## src/rtl/ndp_stream_ctrl_pkg.sv

```systemverilog
// Shared types and helpers for the NDP stream controller.
package ndp_stream_ctrl_pkg;

  typedef enum logic [2:0] {
    ST_IDLE      = 3'd0,
    ST_LOAD_ACT  = 3'd1,
    ST_LOAD_WGT  = 3'd2,
    ST_FEED      = 3'd3,
    ST_WAIT_CALC = 3'd4,
    ST_DRAIN     = 3'd5
  } state_t;

  localparam logic SP_SEL_ACT = 1'b0;
  localparam logic SP_SEL_WGT = 1'b1;

  // Index width for a range of v entries, never narrower than one bit.
  function automatic int unsigned clog2_min1(input int unsigned v);
    return (v <= 1) ? 1 : $clog2(v);
  endfunction

endpackage

```

## src/rtl/ndp_wrap_counter.sv

```systemverilog
// Wrapping up-counter 0..MAX with synchronous clear and terminal-count flag.
module ndp_wrap_counter
  import ndp_stream_ctrl_pkg::*;
#(
  parameter int unsigned W   = 1,
  parameter int unsigned MAX = 0
) (
  input  logic         clk,
  input  logic         reset,
  input  logic         en,
  input  logic         clr,
  output logic [W-1:0] cnt,
  output logic         last_c
);

  assign last_c = (cnt == W'(MAX));

  // Count register: clear wins over enable, wrap to zero after MAX.
  always_ff @(posedge clk or posedge reset) begin
    if (reset) begin
      cnt <= '0;
    end else if (clr) begin
      cnt <= '0;
    end else if (en) begin
      cnt <= last_c ? '0 : W'(cnt + W'(1));
    end
  end

endmodule

```

## src/rtl/ndp_stream_ctrl.sv

```systemverilog
// Streams activation/weight layer groups into the scratch pad, feeds each
// filled batch to the NDP unit, then drains the result words.
module ndp_stream_ctrl
  import ndp_stream_ctrl_pkg::*;
#(
  parameter int unsigned BUS_W       = 32,
  parameter int unsigned ACT_WORDS   = 2,
  parameter int unsigned WGT_WORDS   = 128,
  parameter int unsigned BUFFER_SIZE = 5,
  parameter int unsigned OUT_WORDS   = 64,
  parameter int unsigned LYR_W       = clog2_min1(BUFFER_SIZE),
  parameter int unsigned WRD_W       = clog2_min1(WGT_WORDS),
  parameter int unsigned OUT_W       = clog2_min1(OUT_WORDS)
) (
  input  logic             clk,
  input  logic             reset,
  input  logic             in_valid,
  input  logic [BUS_W-1:0] in_data,
  input  logic             in_last,
  output logic             in_ready,
  output logic             sp_we,
  output logic             sp_sel,
  output logic [LYR_W-1:0] sp_layer,
  output logic [WRD_W-1:0] sp_word,
  output logic [BUS_W-1:0] sp_wdata,
  output logic             feed_en,
  output logic [LYR_W-1:0] feed_layer,
  output logic             unit_in_done,
  input  logic             unit_calc_done,
  output logic             out_valid,
  input  logic             out_ready,
  output logic [OUT_W-1:0] out_idx,
  output logic             done,
  output logic             busy,
  output logic             err_proto
);

  state_t state, state_next;

  logic             beat, act_en, wgt_en, last_wgt, close_batch;
  logic             feed_end, out_beat, out_final;
  logic             act_last_c, wgt_last_c, layer_last_c, feed_last_c, out_last_c;
  logic [WRD_W-1:0] act_cnt, wgt_cnt;
  logic [LYR_W-1:0] layer_cnt, feed_cnt, fill_m1;
  logic [OUT_W-1:0] out_cnt;
  logic             job_end;

  // Handshake qualifiers and batch/feed/drain terminal conditions.
  assign beat        = in_valid & in_ready;
  assign act_en      = beat & ((state == ST_IDLE) | (state == ST_LOAD_ACT));
  assign wgt_en      = beat & (state == ST_LOAD_WGT);
  assign last_wgt    = wgt_en & wgt_last_c;
  assign close_batch = last_wgt & (in_last | layer_last_c);
  assign feed_end    = (state == ST_FEED) & ((feed_cnt == fill_m1) | feed_last_c);
  assign out_beat    = out_valid & out_ready;
  assign out_final   = (state == ST_DRAIN) & out_beat & out_last_c;
  assign out_idx     = out_cnt;

  ndp_wrap_counter #(.W(WRD_W), .MAX(ACT_WORDS - 1)) u_act_cnt (
    .clk(clk), .reset(reset), .en(act_en), .clr(1'b0), .cnt(act_cnt), .last_c(act_last_c)
  );

  ndp_wrap_counter #(.W(WRD_W), .MAX(WGT_WORDS - 1)) u_wgt_cnt (
    .clk(clk), .reset(reset), .en(wgt_en), .clr(1'b0), .cnt(wgt_cnt), .last_c(wgt_last_c)
  );

  ndp_wrap_counter #(.W(LYR_W), .MAX(BUFFER_SIZE - 1)) u_layer_cnt (
    .clk(clk), .reset(reset), .en(last_wgt & ~close_batch), .clr(close_batch),
    .cnt(layer_cnt), .last_c(layer_last_c)
  );

  ndp_wrap_counter #(.W(LYR_W), .MAX(BUFFER_SIZE - 1)) u_feed_cnt (
    .clk(clk), .reset(reset), .en(state == ST_FEED), .clr(feed_end),
    .cnt(feed_cnt), .last_c(feed_last_c)
  );

  ndp_wrap_counter #(.W(OUT_W), .MAX(OUT_WORDS - 1)) u_out_cnt (
    .clk(clk), .reset(reset), .en((state == ST_DRAIN) & out_beat), .clr(1'b0),
    .cnt(out_cnt), .last_c(out_last_c)
  );

  // State register.
  always_ff @(posedge clk or posedge reset) begin
    if (reset) begin
      state <= ST_IDLE;
    end else begin
      state <= state_next;
    end
  end

  // Next-state decode.
  always_comb begin
    state_next = state;
    unique case (state)
      ST_IDLE:      if (beat) state_next = act_last_c ? ST_LOAD_WGT : ST_LOAD_ACT;
      ST_LOAD_ACT:  if (beat && act_last_c) state_next = ST_LOAD_WGT;
      ST_LOAD_WGT:  if (last_wgt) state_next = close_batch ? ST_FEED : ST_LOAD_ACT;
      ST_FEED:      if (feed_end) state_next = job_end ? ST_WAIT_CALC : ST_LOAD_ACT;
      ST_WAIT_CALC: if (unit_calc_done) state_next = ST_DRAIN;
      ST_DRAIN:     if (out_final) state_next = ST_IDLE;
      default:      state_next = ST_IDLE;
    endcase
  end

  // Registered outputs and job bookkeeping; feed_en trails FEED by one
  // cycle so the last scratch-pad write lands before its layer is read.
  always_ff @(posedge clk or posedge reset) begin
    if (reset) begin
      in_ready     <= 1'b0;
      sp_we        <= 1'b0;
      sp_sel       <= SP_SEL_ACT;
      sp_layer     <= '0;
      sp_word      <= '0;
      sp_wdata     <= '0;
      feed_en      <= 1'b0;
      feed_layer   <= '0;
      unit_in_done <= 1'b0;
      out_valid    <= 1'b0;
      done         <= 1'b0;
      busy         <= 1'b0;
      err_proto    <= 1'b0;
      fill_m1      <= '0;
      job_end      <= 1'b0;
    end else begin
      sp_we <= beat;
      if (beat) begin
        sp_sel   <= (state == ST_LOAD_WGT) ? SP_SEL_WGT : SP_SEL_ACT;
        sp_layer <= layer_cnt;
        sp_word  <= (state == ST_LOAD_WGT) ? wgt_cnt : act_cnt;
        sp_wdata <= in_data;
      end
      if (last_wgt) fill_m1 <= layer_cnt;
      if (close_batch) begin
        job_end <= in_last;
      end else if (feed_end) begin
        job_end <= 1'b0;
      end
      if (beat && in_last && !last_wgt) err_proto <= 1'b1;
      feed_en      <= (state == ST_FEED);
      feed_layer   <= (state == ST_FEED) ? feed_cnt : '0;
      unit_in_done <= ((state_next == ST_WAIT_CALC) || (state_next == ST_DRAIN))
                      && (state != ST_FEED);
      out_valid    <= (state_next == ST_DRAIN);
      done         <= out_final;
      in_ready     <= (state_next == ST_IDLE) || (state_next == ST_LOAD_ACT)
                      || (state_next == ST_LOAD_WGT);
      busy         <= (state_next != ST_IDLE);
    end
  end

endmodule

```

## config.mk

```make
export PLATFORM = sky130hd
export DESIGN_NAME = ndp_stream_ctrl
export DESIGN_NICKNAME = d
export VERILOG_FILES = /design/src/rtl/ndp_stream_ctrl_pkg.sv /design/src/rtl/ndp_wrap_counter.sv /design/src/rtl/ndp_stream_ctrl.sv
export SDC_FILE = /design/constraint.sdc
export NUM_CORES = 1
export LEC_CHECK = 0
export BUFFER_PORTS_ARGS = -buffer_cell sky130_fd_sc_hd__buf_2
export CAP_MARGIN = 20
export CELL_PAD_IN_SITES_DETAIL_PLACEMENT = 1
export CELL_PAD_IN_SITES_GLOBAL_PLACEMENT = 1
export CORE_MARGIN = 2
export CORE_UTILIZATION = 44
export DETAILED_ROUTE_END_ITERATION = 12
export HOLD_SLACK_MARGIN = 0.1
export PLACE_DENSITY_LB_ADDON = 0.25
export SYNTH_ARGS = -nofsm -noshare
export SYNTH_HDL_FRONTEND = slang
export SYNTH_SLANG_ARGS = --single-unit
```

## constraint.sdc

```tcl
create_clock -name clk -period 8.5 [get_ports clk]
set_clock_uncertainty 0.2 [all_clocks]
set_input_delay 1.7 -clock clk [delete_from_list [all_inputs] [get_ports clk]]
set_output_delay 1.7 -clock clk [all_outputs]
set_load 0.02 [all_outputs]
```

* Word level (Yosys, flattened, before mapping)
Cells that the tools add are included.
** Storage, ports and cells
- Register bits after elaboration :: 87
- Bits of input ports :: 38
- Output and inout bits :: 60
- Logic and storage cells :: 94
** Cells by class
- Add/subtract/negate cells :: 5
- Eq/ne operators :: 16
- Mux-type cells :: 24
- Bitwise operators :: 14
- Reduce and logical (&&, ||, !) cells :: 14
** Operators with widths (number)
- 2-to-1 mux 3 bit :: 14
- 2-to-1 mux 7 bit :: 3
- == test 3 bit, second input constant :: 6
- case mux 3 bit (6 select lines) :: 1
- adder 7 x 1 -> 7 bit, second input constant :: 2
- AND 1 bit :: 10
- == test 3 x 2 -> 1 bit, second input constant :: 3
- == test 7 x 1 -> 1 bit, second input constant :: 1
- == test 7 bit, second input constant :: 1
- adder 3 x 1 -> 3 bit, second input constant :: 2
- adder 6 x 1 -> 6 bit, second input constant :: 1
- == test 3 x 1 -> 1 bit, second input constant :: 2
- == test 6 bit, second input constant :: 1
- zero test 3 bit :: 2
- 2-to-1 mux 6 bit :: 1
- nonzero test 2 bit :: 3
- logical AND 1 bit :: 4
- 2-to-1 mux 2 bit :: 2
- == test 3 bit :: 1
- logical OR 1 bit :: 3
- 2-to-1 mux 1 bit :: 3
- inequality test 3 x 2 -> 1 bit, second input constant :: 1
- OR 1 bit :: 3
- nonzero test 3 bit :: 1
- 2 further kinds :: 2

* Longest topological paths before layout
- Word-level depth :: 10
- Gate-level depth with buffers :: 7
- Gate-level depth less buffers :: 7

* Hierarchy
Synthesis repeated with hierarchy kept, for this count alone.
** Second synthesis, totals
- Cell total of the unflattened synthesis :: 406
- Area total of the unflattened synthesis :: 3880.0 um^2
** Modules (own cells, without submodules)
- ndp_stream_ctrl :: instances 1, cells each 258, area an instance 2451.1 um^2, sequential area each 1526.5 um^2
- ndp_wrap_counter (u_wgt_cnt) :: instances 1, cells each 38, area an instance 385.4 um^2, sequential area each 175.2 um^2
- ndp_wrap_counter (u_act_cnt) :: instances 1, cells each 39, area an instance 371.6 um^2, sequential area each 175.2 um^2
- ndp_wrap_counter (u_feed_cnt ...) :: instances 2, cells each 18, area an instance 173.9 um^2, sequential area each 75.1 um^2
- ndp_wrap_counter (u_out_cnt) :: instances 1, cells each 35, area an instance 324.1 um^2, sequential area each 150.1 um^2

* Worst setup path after synthesis
No wires, ideal clock.
- Kind :: input -> register
- Start :: in out_ready
- End :: reg busy
- Setup time :: 0.131 ns
- Arrival time :: 3.024 ns
- Required time :: 8.169 ns
- Slack :: 5.145 ns
- Stages :: 5
- Path buffers :: 0
- Path through :: nand3_1 -> nor4_2 -> nor3_1 -> or4_1 -> or3_1
** Between the ends
- Cells in the longest elaborated chain, start to end :: 6
** RTL lines
- start: declaration :: RTL line ndp_stream_ctrl.sv:31 : input logic out_ready,
- AND 1 bit :: RTL line ndp_stream_ctrl.sv:55 : assign out_beat = out_valid & out_ready;
- AND 1 bit (2 in series) :: RTL line ndp_stream_ctrl.sv:56 : assign out_final = (state == ST_DRAIN) & out_beat & out_last_c;
- named net out_final :: RTL line ndp_stream_ctrl.sv:41 : logic feed_end, out_beat, out_final;
- 2-to-1 mux 3 bit :: RTL line ndp_stream_ctrl.sv:100 : ST_DRAIN: if (out_final) state_next = ST_IDLE;
- case mux 3 bit (6 select lines) :: RTL line ndp_stream_ctrl.sv:94 : unique case (state)
- named net state_next[0] :: RTL line ndp_stream_ctrl.sv:38 : state_t state, state_next;
- nonzero test 3 bit :: RTL line ndp_stream_ctrl.sv:147 : busy <= (state_next != ST_IDLE);
- end signal: assignment :: RTL line ndp_stream_ctrl.sv:147
- end: declaration :: RTL line ndp_stream_ctrl.sv:34 : output logic busy,
The timed path passes the listed nets, and every way through them passes these cells.
A chain may end at the register's enable or synchronous reset.

* Worst setup path in the final report
- Start :: in in_valid
- End :: reg busy
** Between the ends
- Cells in the longest elaborated chain, start to end :: 8
- Elaborated cells between the ends (all ways) :: 11
- Those cells by class :: 5 x mux; 4 x bitwise; 2 x reduce/logical
** RTL lines
- start: declaration :: RTL line ndp_stream_ctrl.sv:17 : input logic in_valid,
- AND 1 bit * :: RTL line ndp_stream_ctrl.sv:49 : assign beat = in_valid & in_ready;
- AND 1 bit :: RTL line ndp_stream_ctrl.sv:51 : assign wgt_en = beat & (state == ST_LOAD_WGT);
- AND 1 bit :: RTL line ndp_stream_ctrl.sv:52 : assign last_wgt = wgt_en & wgt_last_c;
- AND 1 bit :: RTL line ndp_stream_ctrl.sv:53 : assign close_batch = last_wgt & (in_last | layer_last_c);
- 2-to-1 mux 2 bit :: RTL line ndp_stream_ctrl.sv:97 : ST_LOAD_WGT: if (last_wgt) state_next = close_batch ? ST_FEED : ST_LOAD_ACT;
- 2-to-1 mux 3 bit :: RTL line ndp_stream_ctrl.sv:97
- case mux 3 bit (6 select lines) * :: RTL line ndp_stream_ctrl.sv:94
- named net state_next[1] :: RTL line ndp_stream_ctrl.sv:38
- nonzero test 3 bit * :: RTL line ndp_stream_ctrl.sv:147
Mark *: on every way through the listed nets, which the timed path passes. The rest lies on a longest branch.

==> summary.md <==
| Metric | Value |
|---|---|
| Outcome | finished clean |
| Async set-or-reset flop fraction in the synthesized netlist | 100% |
| Number of buffers created by CTS | 9 |
| Die Area | roughly 9000 um^2 |
| Multi-input logic area | approximately 1400 um^2 |
| Setup-failing EPs final | 0 |
| Final Max Tran Viols | 0 |
| Vias per Instance | 5.18 |
| Setup TNS | 0 ns |
| Via count | 2584 |
| Required time of the critical path | 8.52 ns |
| FF+latch area | 2180 um^2 |
| DR iter-0 viols | 52 |
| Drc violations | 0 |
| Final wirelength | about 7700 um |
| Critical path's top delay family | simple AND/OR/NAND/NOR gates |
| Cells after Synth | approximately 290 |
| Crit path buf inv count | 2 |
| Total track usage | 18.1% |
| Synthesized net count | approximately 340 |
| Crit. End Element | register |
| Routed WL per cell | around 15 um |
| Root buffer cell | clkbuf_8 |
| Gpl congestion | 0.781 |
| Largest net degree at the start of global routing | 62 |
| Crit share post-route | 44.8% |
| Die Ht | 94.8 um |
| Post-CTS Setup Bufs | 0 |
| Final Hold Viols | 0 |
| Fin cells | approximately 500 |
| Final core utilization | approximately 55% |
| Max H-tree Level | 3 |
| Gr ovfl total | 0 |
| Clk buf depth | 2 |
| Detailed Place HPWL | roughly 5600 um |
| Area leader, netlist | dfrtp_1 |
| Mean area per synthesized cell | 12.5 um^2 |
| Clock-pin slew on the worst setup and hold paths | around 0.08 ns |
| Synth warnings | 0 |
| Mapped Area | 3620 um^2 |
| Initial antenna violation count | 0 |
| Synth Flop Type | dfrtp_1 |
| Critical path, cell by cell | buf_2 -> nand2_2 -> buf_4 -> nor4_4 -> nand2_1 -> a221o_1 -> or3_1 |
| PD cells | 292 nW/um^2 |
| Max Freq | ~260 MHz |
| Post-synth EDFFs | 0 |
| Worst endpoint data arrival time | 3.83 ns |
| Synth unique cells | 40 |
| First-pass DRT Iterations | 4 |
| Initial Util | 44.8% |
| Synth area leaders | dfrtp_1 60%, mux2_2 12%, ha_1 2.8% |
| Max Cap Viol | 0 |
| Core region area | 8090 um^2 |
| Clock sink count | 87 |
| Max stage delay on crit path | 0.83 ns |
| Placed Cells | 484 |
| Commonest non-fill, non-tap cell in the layout | buf_2 |
| First-pass GRT wire length | ~12000 um |
| I/O Pins | 98 |
| Clk Latency, worst-skew pair | ~0.34 ns |
| Leakage | about 2.4 nW |
| Commonest cells after routing, fill and taps aside | 97 x buf_2, 87 x dfrtp_1, 39 x mux2_2 |
| Vias in the first global route | 2627 |
| Crit-path max FO | 58 |
| Pwr Total | between 0.001 and 0.0015 W |
| Slew @ Worst Pin | 0.830 ns |
| Final Net Count | 436 |
| Slew headroom | 44.3% |
| CP max stage cell | nor4_4 |
| Hold WC Path Type | register to register |
| # fillers | 901 |
| Reg2reg setup slack | 5.49 ns |
| Post-synth top area share | 60.1% |
| Antenna cells | 0 |
| RSZ-0062 raised after global routing | false |
| Setup Crit Path Kind | input pin to register |
| Maximum vdd drop | 0.138 mV |
| ANT nets after route | 0 |
| Yosys reg bits | 87 |
| Die X | 94.8 um |
| Cts hold-fix bufs | 0 |
| Site Rows | 33 |
| Sequential area share after synthesis | 60.1% |
| Minimum clock period | 3.81 ns |
| Area grow syn2layout | 22.0% |
| CTS tree | yes |
| CP startpoint kind | input pin |
| PortBufs | 97 |
| Layout cells sized above 1 | roughly two fifths |
| # resized after CTS | 0 |
[report_power, final]
group,leakage (nW),internal (W),total (W),switching [W]
sequential,1.16,0.000518,0.000580,0.0000625
combinational,1.12,0.000168,0.000410,0.000242
clock,0.101,0.000165,0.000302,0.000137
[kinds of logic after synthesis]
group / count (synthesis) / synth area share [%]
AOI/OAI and AO/OA: 38 / 6.32
xor gates and xnor gates: 16 / 3.87
muxes: 45 / 13.8
DFF: 87 / 60.1
and+or+nand+nor: 78 / 11.3
buffers and inverters: 17 / 1.97
adders and majority gates: 8 / 2.76
[routing by layer]
| metal | GRT usage [%] | up-vias | part of all wire, % |
|---|---|---|---|
| li1 | - | 1218 | - |
| met3 | 3.59 | 8 | 4.5 |
| met2 | 31.1 | 68 | 52 |
| met1 | 22.6 | 1290 | 42 |
| met5 | 0 | - | 0 |
| met4 | 6.88 | 0 | 1.2 |
[cells in the mapped netlist, drive strengths merged, types with 6 or more instances]
cell type / n
nand2: 26
nor2: 16
o21ai: 20
dfrtp: 87
nand4: 9
mux2: 39
mux2i: 6
inv: 8
xnor2: 11
ha: 8
[final timing paths]
kind | endpoint | cells after the start | start
worst min-delay path | sp_layer[1]$_DFFE_PP0N_ | 2 | sp_layer[1]$_DFFE_PP0N_
min in group asynchronous | sp_wdata[28]$_DFFE_PP0N_ | 2 | reset
worst min register to register | sp_layer[1]$_DFFE_PP0N_ | 2 | sp_layer[1]$_DFFE_PP0N_
max in group asynchronous | u_wgt_cnt.cnt[2]$_DFFE_PP0P_ | 3 | reset
worst max-delay path | busy$_DFF_PP0_ | 7 | in_valid
worst max register to register | busy$_DFF_PP0_ | 5 | state[2]$_DFF_PP0_
[area by class of cell]
cell class	count	area share, %
sequential	87	49.2
multi-input combinational	185	31.2
timing repair buffer	99	11.3
clock buffer	12	3.06
tap	105	2.97
clock inverter	3	1.56
inverter	8	0.707
[per-stage QoR]
stage	hold slack, ns	worst slack [ns]	cell area (um^2)
after floorplan	0.264	4.35	3620
after global placement	0.259	4.38	4220
after detailed placement	0.273	4.29	4220
after CTS	0.291	4.67	4420
after global routing	0.315	4.58	4420
final	0.285	4.69	4420
[sequential cells by signal (all words and copies together) (netlist names), 6 cells and up]
name	count
u_out_cnt.cnt	6
u_wgt_cnt.cnt	7
u_act_cnt.cnt	7
sp_word	7
sp_wdata	32
[worst reg2reg max path, delay by kind of cell (launching register included)]
kind,cells,cell delay (ns)
compound gates,1,0.36
flops,1,0.45
simple gates,4,1.87
Power figures use the tool's default switching activity.
